<file path="src/rtl/alu_seq_pkg.sv">
// Shared opcodes, ALU codes, FSM state encoding and IR field positions for the ALU op sequencer.
// Latency: none (declarations only).
// Backpressure: none.
package alu_seq_pkg;

   localparam logic [4:0] OP_ADD = 5'b00000;
   localparam logic [4:0] OP_SUB = 5'b00001;
   localparam logic [4:0] OP_MUL = 5'b00010;
   localparam logic [4:0] OP_DIV = 5'b00011;
   localparam logic [4:0] OP_AND = 5'b00100;
   localparam logic [4:0] OP_OR  = 5'b00101;
   localparam logic [4:0] OP_SHR = 5'b00110;
   localparam logic [4:0] OP_SHL = 5'b00111;
   localparam logic [4:0] OP_ROR = 5'b01000;
   localparam logic [4:0] OP_ROL = 5'b01001;
   localparam logic [4:0] OP_NEG = 5'b01010;
   localparam logic [4:0] OP_NOT = 5'b01011;

   localparam logic [3:0] ALU_ADD = 4'b0000;
   localparam logic [3:0] ALU_SUB = 4'b0001;
   localparam logic [3:0] ALU_MUL = 4'b0010;
   localparam logic [3:0] ALU_DIV = 4'b0011;
   localparam logic [3:0] ALU_AND = 4'b0100;
   localparam logic [3:0] ALU_OR  = 4'b0101;
   localparam logic [3:0] ALU_SHR = 4'b0110;
   localparam logic [3:0] ALU_SHL = 4'b0111;
   localparam logic [3:0] ALU_ROR = 4'b1000;
   localparam logic [3:0] ALU_ROL = 4'b1001;
   localparam logic [3:0] ALU_NEG = 4'b1010;
   localparam logic [3:0] ALU_NOT = 4'b1011;

   typedef enum logic [3:0] {
      S_IDLE  = 4'd0,
      S_T0    = 4'd1,
      S_T1    = 4'd2,
      S_T2    = 4'd3,
      S_T3    = 4'd4,
      S_T4    = 4'd5,
      S_T5    = 4'd6,
      S_T6    = 4'd7,
      S_FAULT = 4'd8
   } state_t;

   localparam int OPC_MSB = 31;
   localparam int OPC_LSB = 27;
   localparam int RA_MSB  = 26;
   localparam int RA_LSB  = 23;
   localparam int RB_MSB  = 22;
   localparam int RB_LSB  = 19;
   localparam int RC_MSB  = 18;
   localparam int RC_LSB  = 15;

   function automatic logic [15:0] onehot16(input logic [3:0] idx);
      return 16'(1) << idx;
   endfunction

endpackage

</file>
<file path="src/rtl/alu_seq_decode.sv">
// Combinational IR decode into register fields, ALU code, MUL/DIV flag and legality; MUL/DIV legal only with MULDIV_EN.
// Latency: 0 cycles (pure combinational).
// Backpressure: none.
module alu_seq_decode
   import alu_seq_pkg::*;
(
   input  logic [31:0] ir,
   output logic [3:0]  ra,
   output logic [3:0]  rb,
   output logic [3:0]  rc,
   output logic [3:0]  operation,
   output logic        is_muldiv,
   output logic        legal
);

   logic [4:0] opcode;
   logic       unused_ir_bits;

   assign opcode         = ir[OPC_MSB:OPC_LSB];
   assign ra             = ir[RA_MSB:RA_LSB];
   assign rb             = ir[RB_MSB:RB_LSB];
   assign rc             = ir[RC_MSB:RC_LSB];
   assign unused_ir_bits = ^ir[RC_LSB-1:0];

   always_comb begin
      operation = ALU_ADD;
      is_muldiv = 1'b0;
      legal     = 1'b1;
      case (opcode)
         OP_ADD: operation = ALU_ADD;
         OP_SUB: operation = ALU_SUB;
         OP_AND: operation = ALU_AND;
         OP_OR:  operation = ALU_OR;
         OP_SHR: operation = ALU_SHR;
         OP_SHL: operation = ALU_SHL;
         OP_ROR: operation = ALU_ROR;
         OP_ROL: operation = ALU_ROL;
         OP_NEG: operation = ALU_NEG;
         OP_NOT: operation = ALU_NOT;
`ifdef MULDIV_EN
         OP_MUL: begin
            operation = ALU_MUL;
            is_muldiv = 1'b1;
         end
         OP_DIV: begin
            operation = ALU_DIV;
            is_muldiv = 1'b1;
         end
`endif
         default: legal = 1'b0;
      endcase
   end

endmodule

</file>
<file path="src/rtl/alu_op_sequencer.sv">
// Moore control sequencer stepping DataPath strobes through T0..T6 for reg-reg ALU ops; MULDIV_EN adds the MUL/DIV LO/HI path.
// Latency: 6 cycles ALU op, 7 cycles MUL/DIV, plus one cycle per mem_rdy-low cycle in T1.
// Backpressure: holds in T1 until mem_rdy; run is only sampled in IDLE.
module alu_op_sequencer
   import alu_seq_pkg::*;
(
   input  logic        Clock,
   input  logic        clear,
   input  logic        run,
   input  logic [31:0] IR,
   input  logic        mem_rdy,
   output logic        PCout,
   output logic        Zlowout,
   output logic        Zhighout,
   output logic        MDRout,
   output logic        MARin,
   output logic        PCin,
   output logic        MDRin,
   output logic        IRin,
   output logic        Yin,
   output logic        HIin,
   output logic        LOin,
   output logic        Zin_low,
   output logic        Zin_high,
   output logic        IncPC,
   output logic        Read,
   output logic [15:0] Rout_sel,
   output logic [15:0] Rin_sel,
   output logic [3:0]  operation,
   output logic        busy,
   output logic        done,
   output logic        fault
);

   state_t     state, next_state;
   logic       t1_first;
   logic [3:0] ra, rb, rc, dec_op;
   logic       is_muldiv, legal;

   alu_seq_decode u_decode (
      .ir        (IR),
      .ra        (ra),
      .rb        (rb),
      .rc        (rc),
      .operation (dec_op),
      .is_muldiv (is_muldiv),
      .legal     (legal)
   );

   // t1_first marks the first T1 cycle so the PC reloads only once during a stall
   always_ff @(posedge Clock) begin
      if (clear) begin
         state    <= S_IDLE;
         t1_first <= 1'b0;
      end else begin
         state    <= next_state;
         t1_first <= (state == S_T0);
      end
   end

   always_comb begin
      next_state = state;
      PCout      = 1'b0;
      Zlowout    = 1'b0;
      Zhighout   = 1'b0;
      MDRout     = 1'b0;
      MARin      = 1'b0;
      PCin       = 1'b0;
      MDRin      = 1'b0;
      IRin       = 1'b0;
      Yin        = 1'b0;
      HIin       = 1'b0;
      LOin       = 1'b0;
      Zin_low    = 1'b0;
      Zin_high   = 1'b0;
      IncPC      = 1'b0;
      Read       = 1'b0;
      Rout_sel   = 16'h0000;
      Rin_sel    = 16'h0000;
      operation  = 4'b0000;
      busy       = (state != S_IDLE) && (state != S_FAULT);
      done       = 1'b0;
      fault      = 1'b0;
      case (state)
         S_IDLE: if (run) next_state = S_T0;
         S_T0: begin
            PCout      = 1'b1;
            MARin      = 1'b1;
            IncPC      = 1'b1;
            Zin_low    = 1'b1;
            Zin_high   = 1'b1;
            next_state = S_T1;
         end
         S_T1: begin
            Zlowout = 1'b1;
            PCin    = t1_first;
            Read    = 1'b1;
            MDRin   = 1'b1;
            if (mem_rdy) next_state = S_T2;
         end
         S_T2: begin
            MDRout     = 1'b1;
            IRin       = 1'b1;
            next_state = S_T3;
         end
         S_T3: begin
            if (!legal) begin
               next_state = S_FAULT;
            end else begin
               Yin        = 1'b1;
               Rout_sel   = onehot16(is_muldiv ? ra : rb);
               next_state = S_T4;
            end
         end
         S_T4: begin
            Rout_sel   = onehot16(is_muldiv ? rb : rc);
            operation  = dec_op;
            Zin_low    = 1'b1;
            Zin_high   = 1'b1;
            next_state = S_T5;
         end
         S_T5: begin
            Zlowout = 1'b1;
`ifdef MULDIV_EN
            if (is_muldiv) begin
               LOin       = 1'b1;
               next_state = S_T6;
            end else
`endif
            begin
               Rin_sel    = onehot16(ra);
               done       = 1'b1;
               next_state = S_IDLE;
            end
         end
`ifdef MULDIV_EN
         S_T6: begin
            Zhighout   = 1'b1;
            HIin       = 1'b1;
            done       = 1'b1;
            next_state = S_IDLE;
         end
`endif
         S_FAULT: fault = 1'b1;
         default: next_state = S_IDLE;
      endcase
   end

endmodule

</file>
<file path="config.mk">
export PLATFORM = sky130hd
export DESIGN_NAME = alu_op_sequencer
export DESIGN_NICKNAME = d
export VERILOG_FILES = /design/src/rtl/alu_seq_pkg.sv /design/src/rtl/alu_seq_decode.sv /design/src/rtl/alu_op_sequencer.sv
export SDC_FILE = /design/constraint.sdc
export NUM_CORES = 1
export LEC_CHECK = 0
export CAP_MARGIN = 10
export CORE_ASPECT_RATIO = 0.9
export CORE_UTILIZATION = 37
export CTS_BUF_LIST = sky130_fd_sc_hd__clkbuf_8
export CTS_CLUSTER_SIZE = 40
export DETAILED_ROUTE_END_ITERATION = 7
export PLACE_DENSITY = 0.95
export REMOVE_ABC_BUFFERS = 1
export SLEW_MARGIN = 20
export SYNTH_ARGS = -nofsm -noshare
export SYNTH_HDL_FRONTEND = slang
export SYNTH_HIERARCHICAL = 1
export SYNTH_SLANG_ARGS = --single-unit
</file>
<file path="constraint.sdc">
create_clock -name Clock -period 3.76 [get_ports Clock]
set_input_delay 0.564 -clock Clock [delete_from_list [all_inputs] [get_ports Clock]]
set_output_delay 0.564 -clock Clock [all_outputs]
set_load 0.05 [all_outputs]
</file>
==> results of run 1 <==
sequential cells by signal, indices dropped and copies added (netlist names):
register	flops
state	4
t1_first	1
cells in the final DEF, fill, tap and decap left out, types with 2 or more instances in the layout:
master and instances:
o21ai_0 6, a32oi_1 2, dfxtp_1 5, and4bb_2 2, buf_4 2, a21oi_1 2, o22ai_1 15, inv_1 8
clkdlybuf4s50_1 54, and3b_1 9, nand3b_1 2, nor2_1 24, a31oi_1 3, nor4_1 2, nor3_1 10, and2_1 5
and3_1 2, nand2_1 4, clkbuf_8 3, nor3b_1 16, conb_1 4, buf_12 16, nand2b_1 2, o211ai_1 5
logic make-up (layout without fill, tap and decap cells):
group | after synthesis | in the layout | synth area share (%)
and+or+nand+nor | 84 | 84 | 45.9
AOI/OAI and AO/OA | 39 | 39 | 22.6
buffers and inverters | 39 | 83 | 20.5
DFF | 5 | 5 | 8.70
other | 2 | 4 | 0.652
xor gates and xnor gates | 1 | 1 | 0.761
muxes | 1 | 1 | 0.870
routing by layer:
metal	GRT usage (%)	part of all wire (%)	wire length [um]
met3	3.95	7.7	278
met1	28.8	42	1510
met5	0	0	0
met2	39.4	49	1790
met4	5.68	1.5	54
final cells by class:
class	instances	area, um^2
Fill cell	252	918
Timing Repair Buffer	72	876
Multi-Input combinational cell	129	822
Sequential cell	5	100
Tap cell	40	50.0
Clock buffer	3	41.3
Inverter	7	26.3
Clock inverter	1	3.75
power groups by stage:
stage	Sequential, mW	Clock [mW]	Combinational (mW)
floorplan	0.0683	0	0.125
global placement	0.0706	0	0.196
detailed placement	0.0709	0	0.200
CTS	0.0704	0.0999	0.201
global route	0.0722	0.104	0.216
finish	0.0707	0.0970	0.202
how the worst max path moves through the flow:
| stage | endpoint | slack (ps) | depth (start not counted) |
|---|---|---|---|
| 5_1_grt | Rin_sel[0] | 540 | 4 |
| 2_1_floorplan | IncPC | -430 | 2 |
| 4_1_cts | Rin_sel[0] | 630 | 4 |
| 3_3_place_gp | operation[0] | 710 | 5 |
| 6_report | Rin_sel[0] | 620 | 4 |
| 3_5_place_dp | operation[0] | 670 | 5 |
through the flow:
step / area (um^2) / util (%) / setup slack (ps) / cells / setup TNS [ps]
final: 1920 / 67.6 / 621 / 257 / 0
after global routing: 1920 / 67.6 / 537 / 257 / 0
after CTS: 1920 / 67.6 / 632 / 257 / 0
after detailed placement: 1870 / 66.0 / 672 / 253 / 0
after global placement: 1870 / 66.0 / 713 / 253 / 0
after floorplan: 948 / - / -426 / 141 / -1280
==> results.toml, run 1 <==
[setup_path]
path_class = "flop to output port"
worstReg2RegStart = "state[2]$_SDFFE_PP0P_"
critical_path_arrival_ps = 2580
critical-path-top-delay-family = "simple AND/OR/NAND/NOR gates"
cpPeakStageDelay_ps = 830
cp.required_ps = 3200
crit_chain = "and4bb_2 -> or3b_4 -> nor3_2 -> clkdlybuf4s50_1"
crit_path_top_delay_cell = "clkdlybuf4s50_1"
r2r-end = "state[2]$_SDFFE_PP0P_"
cp-start-kind = "flop"
crit_start = "state[1]$_SDFFE_PP0P_"
rrSetupSlack_ps = 2370
crit_fanout = 13
critPathCaptureType = "output port"
cp.buffers_inverters = 1
reg2reg_depth = 3

[clocking]
cts_setup_buffers = 0
cts_hold_buf = 0
cts.sinks = 5
cts_tree = "yes"
clkLatencyLatePin_ps = 220
cts-buffers-inserted = 3
cts_root_buf = "clkbuf_8"
path_clk_slew_ps = 40
htreeDepth = 1
cts_resized = 0
clockBufferDepth = 2

[power_and_ir_drop]
switchingPower_mw = 0.166
p_total_mw = 0.370
switching_share_pct = 44.9
combPwrFrac_pct = 54.7
p_int_mw = 0.204
p_clk_share_pct = 26.2
power_density_mw_per_mm2 = 193
p_leak_nw = 0.679
peakVddDrop_uv = 155
power_frac_seq_pct = 19.1

[finish]
drive_above_1_share_pct = 12.0
syn_to_final_growth_pct = 66.7
antenna_cells = 0
fin_nets = 254

[synthesis]
yosysWarningCount = 6
syn_area_per_cell_um2 = 6.73
ys_ff_latch = 5
yosysMostFrequentCell = "nor2_1"
synth_top_area_share_pct = 15.0
synth_edf_count = 0
syn-instance-count = 171
synth_largest_area_cell = "buf_4"
ys_types = 37
ys_top_cells_by_area = "buf_4 15%, nor3b_1 10%, dfxtp_1 8.7%"
ys_top_cells_by_count = "24 x nor2_1, 23 x buf_4, 16 x nor3b_1"
synth_ff_type = "dfxtp_1"
async_flop_share_pct = 0
synthesis.area_mm2 = 0.00115
ys_seq_area_share_pct = 8.70

[run_status]
status = "completed"

[placement]
portBuffers = 71
place.detailed.hpwl_um = 2850
gp_congestion = 0.938

[grt]
grt_pass1_vias = 1243
grt_pass1_wl_um = 5690
gr-total-overflow = 0
grt_max_degree = 33
grt_use_total_pct = 22.5
antenna_found_initial = 0

[timing]
rsz0062_at_grt = "false"
worst_clock_skew_ps = 0.970
min_period_ps = 3140
whs_ps = 676
maxSlewHeadroom_pct = 63.2
tightest_slew_ps = 546
setup_violations = 0
post-route-period-util_pct = 83.5
max_freq_ghz = 0.319
slew_viol_final = 0
final_hold_viol_count = 0

[floorplanning]
coreArea_mm2 = 0.00284
die_x_um = 60.8
die_area_mm2 = 0.00334
die_y_um = 54.9
num_rows = 18
io_pins = 90
initial_core_util_pct = 40.6

[worst_hold_path]
worstHoldEndpoint = "state[3]$_SDFFE_PP0P_"
hp-class = "flop to flop"
min_path_cells = 1
hp-start = "state[0]$_SDFFE_PP0P_"

[detailed_routing]
ant_nets = 0
drt_first_pass_iters = 4
num_vias = 1448
wl_um = 3630
drt_iter0_drc = 76
wl_per_cell_um = 14.1
drc = 0
avgViaCountPerCell = 5.63

[flow_run]
drv_cap = 0
(Power assumes the default switching activity.)
==> run 2: changes to the inputs <==
--- a/config.mk
+++ b/config.mk
@@ -7,7 +7,7 @@
 export LEC_CHECK = 0
 export CAP_MARGIN = 10
 export CORE_ASPECT_RATIO = 0.9
-export CORE_UTILIZATION = 37
+export CORE_UTILIZATION = 35
 export CTS_BUF_LIST = sky130_fd_sc_hd__clkbuf_8
 export CTS_CLUSTER_SIZE = 40
 export DETAILED_ROUTE_END_ITERATION = 7
==> constraint.sdc (replaced) <==
create_clock -name Clock -period 3 [get_ports Clock]
set_input_delay 0.45 -clock Clock [delete_from_list [all_inputs] [get_ports Clock]]
set_output_delay 0.45 -clock Clock [all_outputs]
set_load 0.05 [all_outputs]
==> run 2 against run 1 <==
Compared with the run above:
- non-clock buffer count is 1 higher
- via count is 0.21% lower
- global-route usage is 2.3 points lower
- largest power group unchanged
- wire length is 1.9% lower
- highest routed layer unchanged
- clock skew is 7.1 ps higher
- critical endpoint is now Rout_sel[3]
- critical path type is now primary input to output port
- setup slack worse by 340 ps
- final cell count is 1.2% higher
- hold slack better by 4.7 ps
==> results.toml, run 2 (synthesized netlist as in run 1, its figures left out) <==
[clocking]
cts_resized = 0
cts_tree = "yes"
clockBufferDepth = 2
cts.sinks = 5
cts-buffers-inserted = 3
path_clk_slew_ps = 40
cts_hold_buf = 0
cts_setup_buffers = 0
cts_root_buf = "clkbuf_8"
clkLatencyLatePin_ps = 230
htreeDepth = 1

[grt]
gr-total-overflow = 0
grt_max_degree = 33
antenna_found_initial = 0
grt_use_total_pct = 20.2
grt_pass1_wl_um = 5730
grt_pass1_vias = 1271

[setup_path]
rrSetupSlack_ps = 1550
crit_path_top_delay_cell = "clkdlybuf4s50_1"
crit_chain = "clkdlybuf4s50_1 -> nor3b_1 -> a211oi_1 -> buf_4 -> o211ai_1 -> o21ai_0 -> buf_12"
critical_path_arrival_ps = 2270
path_class = "primary input to output port"
r2r-end = "state[2]$_SDFFE_PP0P_"
critPathCaptureType = "output port"
cpPeakStageDelay_ps = 570
cp-start-kind = "primary input"
cp.required_ps = 2550
critical-path-top-delay-family = "buffers and inverters"
worstReg2RegStart = "state[2]$_SDFFE_PP0P_"
crit_fanout = 7
reg2reg_depth = 3
cp.buffers_inverters = 3

[detailed_routing]
drc = 0
num_vias = 1445
ant_nets = 0
wl_um = 3560
avgViaCountPerCell = 5.56
drt_iter0_drc = 74
wl_per_cell_um = 13.7
drt_first_pass_iters = 4

[finish]
multi_input_area_um2 = 822
final_cell_mix = "40 x clkdlybuf4s50_1, 24 x nor2_1, 17 x buf_12"
final_common_cell = "clkdlybuf4s50_1"
antenna_cells = 0
reg.largest.list = "state: 4 flops, t1_first: 1 flops"
regMostFlops = "state"
fillers = 267
drive_above_1_share_pct = 18.8
fin_nets = 255
syn_to_final_growth_pct = 65.7
fin_area_mm2 = 0.00191
largest_reg_flops = 4
seqCellArea_um2 = 100

[placement]
dpl-instance-area_mm2 = 0.00186
portBuffers = 71
gp_congestion = 0.952
dp_slack_ps = 273
place.detailed.hpwl_um = 2770

[floorplanning]
initial_core_util_pct = 37.2
io_pins = 90
num_rows = 19
coreArea_mm2 = 0.00309
die_area_mm2 = 0.00352
die_x_um = 62.5
die_y_um = 56.4

[timing]
post-route-period-util_pct = 90.7
rsz0062_at_grt = "false"
maxSlewHeadroom_pct = 64.0
worst_clock_skew_ps = 8.04
whs_ps = 681
tightest_slew_ps = 535
slew_viol_final = 0
final_hold_viol_count = 0
tns_ps = 0
min_period_ps = 2720
setup_violations = 0
max_freq_ghz = 0.368
setup_ws_ps = 280

[worst_hold_path]
hp-class = "flop to flop"
worstHoldEndpoint = "t1_first$_SDFF_PP0_"
min_path_cells = 2
hp-start = "state[0]$_SDFFE_PP0P_"

[power_and_ir_drop]
power_density_mw_per_mm2 = 247
p_leak_nw = 0.716
peakVddDrop_uv = 169

[run_status]
status = "completed"

[flow_run]
drv_cap = 0
## run 2: how the worst max path moves through the flow
stage                                     start     endpoint  slack, ps  cells past startpoint
after floorplan           state[0]$_SDFFE_PP0P_        IncPC      -1070                      2
after global placement                   IR[29]  Rout_sel[3]        290                      7
after detailed placement                 IR[29]  Rout_sel[3]        270                      7
after CTS                                IR[29]  Rout_sel[3]        270                      7
after global routing                     IR[29]  Rout_sel[3]         40                      7
final                                    IR[29]  Rout_sel[3]        280                      7
## run 2: metrics by stage
| stage | utilization, % | total power [mW] | cells |
|---|---|---|---|
| 4_1_cts | 61.7 | 0.470 | 260 |
| 3_3_place_gp | 60.2 | 0.338 | 256 |
| 6_report | 61.7 | 0.471 | 260 |
| 2_1_floorplan | - | 0.242 | 141 |
| 5_1_grt | 61.7 | 0.496 | 260 |
| 3_5_place_dp | 60.2 | 0.343 | 256 |
## run 2: report_power, final
part           internal, mW  switching, mW
sequential           0.0729         0.0105
combinational        0.0976          0.164
clock                0.0882         0.0380
## run 2: tightest hold or removal path, stage by stage, from the launching register on
cell	delay, ps
dfxtp_1	400
nand2b_1	160
nor4_1	50
## run 2: area by class of cell
| type | instances | share of cell area [%] |
|---|---|---|
| repair buffers | 73 | 45.1 |
| clock inverters | 1 | 0.197 |
| inverters | 7 | 1.38 |
| well taps | 42 | 2.76 |
| clock buffers | 3 | 2.17 |
| multi-input cells | 129 | 43.1 |
| flip-flops and latches | 5 | 5.25 |
## run 2: layer usage
layer | track usage, % | share of wire, %
met1 | 23.7 | 43
met3 | 3.66 | 6.4
met5 | 0 | 0
met4 | 8.31 | 2.4
met2 | 36.0 | 48
==> run 3: changes to the inputs <==
--- a/config.mk
+++ b/config.mk
@@ -6,12 +6,14 @@
 export NUM_CORES = 1
 export LEC_CHECK = 0
 export CAP_MARGIN = 10
+export CELL_PAD_IN_SITES_DETAIL_PLACEMENT = 0
+export CELL_PAD_IN_SITES_GLOBAL_PLACEMENT = 1
 export CORE_ASPECT_RATIO = 0.9
-export CORE_UTILIZATION = 35
+export CORE_UTILIZATION = 22
 export CTS_BUF_LIST = sky130_fd_sc_hd__clkbuf_8
 export CTS_CLUSTER_SIZE = 40
 export DETAILED_ROUTE_END_ITERATION = 7
-export PLACE_DENSITY = 0.95
+export PLACE_DENSITY = 0.94
 export REMOVE_ABC_BUFFERS = 1
 export SLEW_MARGIN = 20
 export SYNTH_ARGS = -nofsm -noshare
==> run 3 against run 2 <==
Compared with the run above:
- critical path depth did not move
- sequential power rose by 2.4%
- clock skew fell by 3.8 ps
- wire length rose by 1.3%
- global-route usage fell by 7.2 points
- setup slack got worse by 100 ps
- register-to-register slack improved by 30 ps
- largest cell class unchanged
- final cell count rose by 9.6%
==> results.toml, run 3 (synthesized netlist as in run 1, its figures left out) <==
[detailed_routing]
wl_met2_um = 1680
drt_iter0_drc = 87
ant_nets = 0
wl_per_cell_um = 12.7
highest_layer = "met3"
drc = 0
avgViaCountPerCell = 4.89
num_vias = 1394
dr_wl_met3_um = 223
drt_first_pass_iters = 4
wl_met1_um = 1710
wl_um = 3610

[floorplanning]
die_x_um = 78.2
die_y_um = 70.6
num_rows = 24
coreArea_mm2 = 0.00492
io_pins = 90
die_area_mm2 = 0.00553
initial_core_util_pct = 23.4

[clocking]
cts_resized = 0
clockBufferDepth = 2
cts_root_buf = "clkbuf_8"
htreeDepth = 1
path_clk_slew_ps = 40
cts.sinks = 5
cts_setup_buffers = 0
cts_hold_buf = 0
cts-buffers-inserted = 3
cts_tree = "yes"
clkLatencyLatePin_ps = 220

[finish]
antenna_cells = 0
largest_reg_flops = 4
regMostFlops = "state"
finalNonFillerCells = 285
fin_nets = 257
final_common_cell = "clkdlybuf4s50_1"
fillers = 511
drive_above_1_share_pct = 20.9
syn_to_final_growth_pct = 68.8
reg.largest.list = "state: 4 flops, t1_first: 1 flops"
final_cell_mix = "37 x clkdlybuf4s50_1, 24 x nor2_1, 21 x buf_4"

[run_status]
status = "completed"

[setup_path]
path_class = "primary input to output port"
worstReg2RegStart = "state[2]$_SDFFE_PP0P_"
reg2reg_depth = 3
r2r-end = "state[2]$_SDFFE_PP0P_"
cp-start-kind = "primary input"
rrSetupSlack_ps = 1580
critPathCaptureType = "output port"
crit_fanout = 7
critical_path_arrival_ps = 2370
cp.required_ps = 2550

[flow_run]
drv_cap = 0

[placement]
gp_congestion = 0.854
dp.cells = 281
place.detailed.hpwl_um = 2910
portBuffers = 71

[grt]
grt_use_total_pct = 13.0
gr-total-overflow = 0
grt_pass1_wl_um = 5990
grt_pass1_vias = 1278
antenna_found_initial = 0
grt_max_degree = 33

[timing]
rsz0062_at_grt = "false"
tightest_slew_ps = 574
tns_ps = 0
worst_clock_skew_ps = 4.20
setup_violations = 0
slew_viol_final = 0
maxSlewHeadroom_pct = 61.4
max_freq_ghz = 0.355
final_hold_viol_count = 0
min_period_ps = 2820
post-route-period-util_pct = 94.0

[worst_hold_path]
worstHoldEndpoint = "state[3]$_SDFFE_PP0P_"
min_path_cells = 1
hp-start = "state[1]$_SDFFE_PP0P_"
hp-class = "flop to flop"

[power_and_ir_drop]
p_leak_nw = 0.731
peakVddDrop_uv = 177
power_density_mw_per_mm2 = 242
run 3: changes by cell type in the layout (fill, tap and decap cells not counted):
| cell | previous run | this run |
|---|---|---|
| buf_4 | 16 | 21 |
| clkdlybuf4s50_1 | 40 | 37 |
run 3: metal layers:
layer	global-route usage, %	vias up
li1	-	703
met1	18.3	631
met2	21.1	60
met3	1.81	0
met4	2.47	0
met5	0	-
run 3: through the flow:
stage | hold WS [ps] | utilization [%] | setup WS [ps] | power (mW) | area (um^2)
6_report | 592 | 39.5 | 180 | 0.471 | 1940
5_1_grt | 645 | 39.5 | 66.1 | 0.501 | 1940
4_1_cts | 585 | 39.5 | 181 | 0.473 | 1940
3_5_place_dp | 574 | 38.5 | 186 | 0.347 | 1900
3_3_place_gp | 565 | 38.5 | 222 | 0.343 | 1900
2_1_floorplan | 527 | - | -1070 | 0.242 | 948
run 3: how the worst max path moves through the flow:
stage,startpoint,end,slack (ps),cells past startpoint
6_report,IR[29],Rout_sel[3],180,7
5_1_grt,IR[29],Rout_sel[3],70,7
4_1_cts,IR[29],Rout_sel[3],180,7
3_5_place_dp,IR[29],Rout_sel[3],190,7
3_3_place_gp,IR[29],Rout_sel[3],220,7
2_1_floorplan,state[0]$_SDFFE_PP0P_,IncPC,-1070,2
run 3: worst max-delay path, stage by stage:
cell	delay, ps
clkdlybuf4s50_1	580
nor3b_1	100
a211oi_1	210
buf_4	180
o211ai_1	180
o21ai_0	450
buf_12	200
run 3: power breakdown:
part	switching [mW]	total [mW]	internal [mW]	leakage (nW)
clock network	0.0344	0.122	0.0878	0.0269
logic	0.164	0.263	0.0993	0.664
registers	0.0124	0.0854	0.0730	0.0409
total	0.211	0.471	0.260	0.731
run 3: area by class of cell:
cell class                      count  area, um^2  share of cell area, %
Clock buffer                        3        41.3                   2.12
Clock inverter                      1        3.75                  0.193
Inverter                            7        26.3                   1.35
Multi-Input combinational cell    129         822                   42.3
Sequential cell                     5         100                   5.15
Tap cell                           65        81.3                   4.19
Timing Repair Buffer               75         868                   44.7
==> RTL change, RTL diff (flow settings as in run 2) <==
Build with the macro `MULDIV_EN` defined.
--- a/src/rtl/alu_seq_decode.sv
+++ b/src/rtl/alu_seq_decode.sv
@@ -2,4 +2,6 @@
 // Latency: 0 cycles (pure combinational).
 // Backpressure: none.
+`define MULDIV_EN
+
 module alu_seq_decode
    import alu_seq_pkg::*;
Behaviour: not the same (a bounded check fails within 10 cycles, from zero or initial values).
==> RTL change against run 2 <==
- synthesized area is 7.4% higher
- clock skew is 0.0074 ns lower
- setup slack got worse by 0.25 ns
- count of clock-buffer cells in the layout is the same
- sequential cell count did not move
- cell area increased by 15%
- sequential share of layout area fell by 0.67 points
- global-route usage increased by 0.92 points
- final cell count is 5.4% higher
- clock power about the same
- critical path depth is 2 higher
- non-clock buffer count rose by 9
- routed wire length is 14% higher
- total power shrank 8.8%
- critical endpoint is now Rout_sel[6]
- largest power group unchanged
==> RTL change: results (changes against run 2) <==
Setup path
  • Max incr delay on CP: 0.48 ns (-0.09 ns)
  • Crit path capture: Rout_sel[6]
  • Worst r2r dst: state[1]$_SDFFE_PP0P_
  • Crit-path max FO: 18 (+11)
  • Worst EP arrival: 2.52 ns (+0.25 ns)
  • Worst R2R Setup Slack: 1.74 ns (+0.19 ns)
  • FF-to-FF Start: state[1]$_SDFFE_PP0P_
  • Crit path launch: IR[31]

Yosys
  • Dominant cells by area after synthesis: buf_4 (12%), dfxtp_1 (8.1%), o22ai_1 (7.1%), and3b_1 (5.7%), nor3_1 (5.3%)
  • Synth async-reset ratio: 0 (unchanged)
  • Yosys cell types: 42 (+14%)
  • Synth Area per Inst: 7.15 um^2 (+6.1%)
  • Synthesis warning total: 6 (unchanged)
  • Mux share of post-synthesis cell area: 0.0253 (+0.0166)
  • Post-synthesis xor/xnor area fraction: 0.00709 (-0.000524)
  • Main flop type after synthesis: dfxtp_1
  • Synth cell count leaders: buf_4 (19), nor2_1 (16), o22ai_1 (14)
  • Adder-cell share of the synthesized area: 0 (unchanged)
  • Compound-Gate Fraction of Synth Area: 0.216 (-0.0105)
  • Sequential-to-total area share from yosys stat: 0.0810 (-0.00598)

Route
  • DRT iter0 DRCs: 115 (+55%)
  • DR WL met3: 325 um (+42%)
  • DR WL/cell: 14.9 um (+8.5%)
  • Sum of routed wire segments on met1: 1630 um (+6.3%)
  • Met2 wire len: 2070 um (+20%)
  • Routed vias/inst: 5.78 (+4.0%)
  • TritonRoute pass-1 iters: 5 (+1)

Clock network
  • CTS Buffer Depth: 2 (unchanged)
  • Clock transition at path regs: 0.04 ns (about the same)

Placement
  • GPL Wtd Cong: 0.895 (-6.0%)
  • DP Worst Slack: 0.0347 ns (-0.238 ns)
  • IO buf count: 74 (+4.2%)
  • Placed cell area: 0.00209 mm^2 (+12%)
  • HPWL Detailed: 3170 um (+15%)

Outcome
  • Outcome: completed

Power
  • Lkg Pwr: 0.857 nW (+20%)
  • Peak supply drop: 0.000187 V (+11%)

Layout
  • Fin cells: 274 (+5.4%)
  • Fillers: 265 (-0.75%)
  • Share of post-route cells with drive strength above 1: 0.309 (+0.121)
  • Nets: 267 (+4.7%)

Global routing
  • Pin count of the biggest net entering global routing: 19 (-42%)
  • Vias in the first global route: 1,377 (+8.3%)
  • Gr usage total: 0.211 (+0.00922)
  • Initial antenna violation count: 0 (unchanged)
  • First-pass GRT wire length: 6370 um (+11%)

Timing
  • Final Skew: 0.000612 ns (-0.00743 ns)
  • Shortest period the worst path allows: 2.97 ns (+0.254 ns)
  • Hold Slack: 0.600 ns (-0.0813 ns)
  • Slew at the pin closest to its max-slew limit: 0.503 ns (-0.0316 ns)

Min path
  • WHS Endpoint: state[2]$_SDFFE_PP0P_
  • Startpoint of the worst hold path: state[0]$_SDFFE_PP0P_
  • Hold Path Cell Cnt: 2 (unchanged)
[RTL change: final cells by class]
type,instances,area [um^2],share of cell area
multi-input combinational,134,963,0.441
inverter,5,18.8,0.00859
sequential,5,100,0.0458
clock buffer,3,41.3,0.0189
tap,44,55.1,0.0252
clock inverter,1,3.75,0.00172
timing repair buffer,82,1000,0.459
[RTL change: metal layers]
metal	vias up	track usage
met2	99	0.389
met5	-	0
met3	15	0.0291
li1	743	-
met4	0	0.0508
met1	726	0.260
[RTL change: logic make-up after synthesis]
| kind of cell | Yosys count |
|---|---|
| AND/OR/NAND/NOR | 88 |
| flip-flops | 5 |
| XOR/XNOR | 1 |
| AO/OA/AOI/OAI | 42 |
| multiplexers | 3 |
| buffers and inverters | 34 |
[RTL change: power breakdown]
part           switching (mW)  internal [mW]  leakage, nW
clock network          0.0381         0.0881       0.0269
logic                   0.134         0.0866        0.790
registers              0.0109         0.0712       0.0408
total                   0.183          0.246        0.857
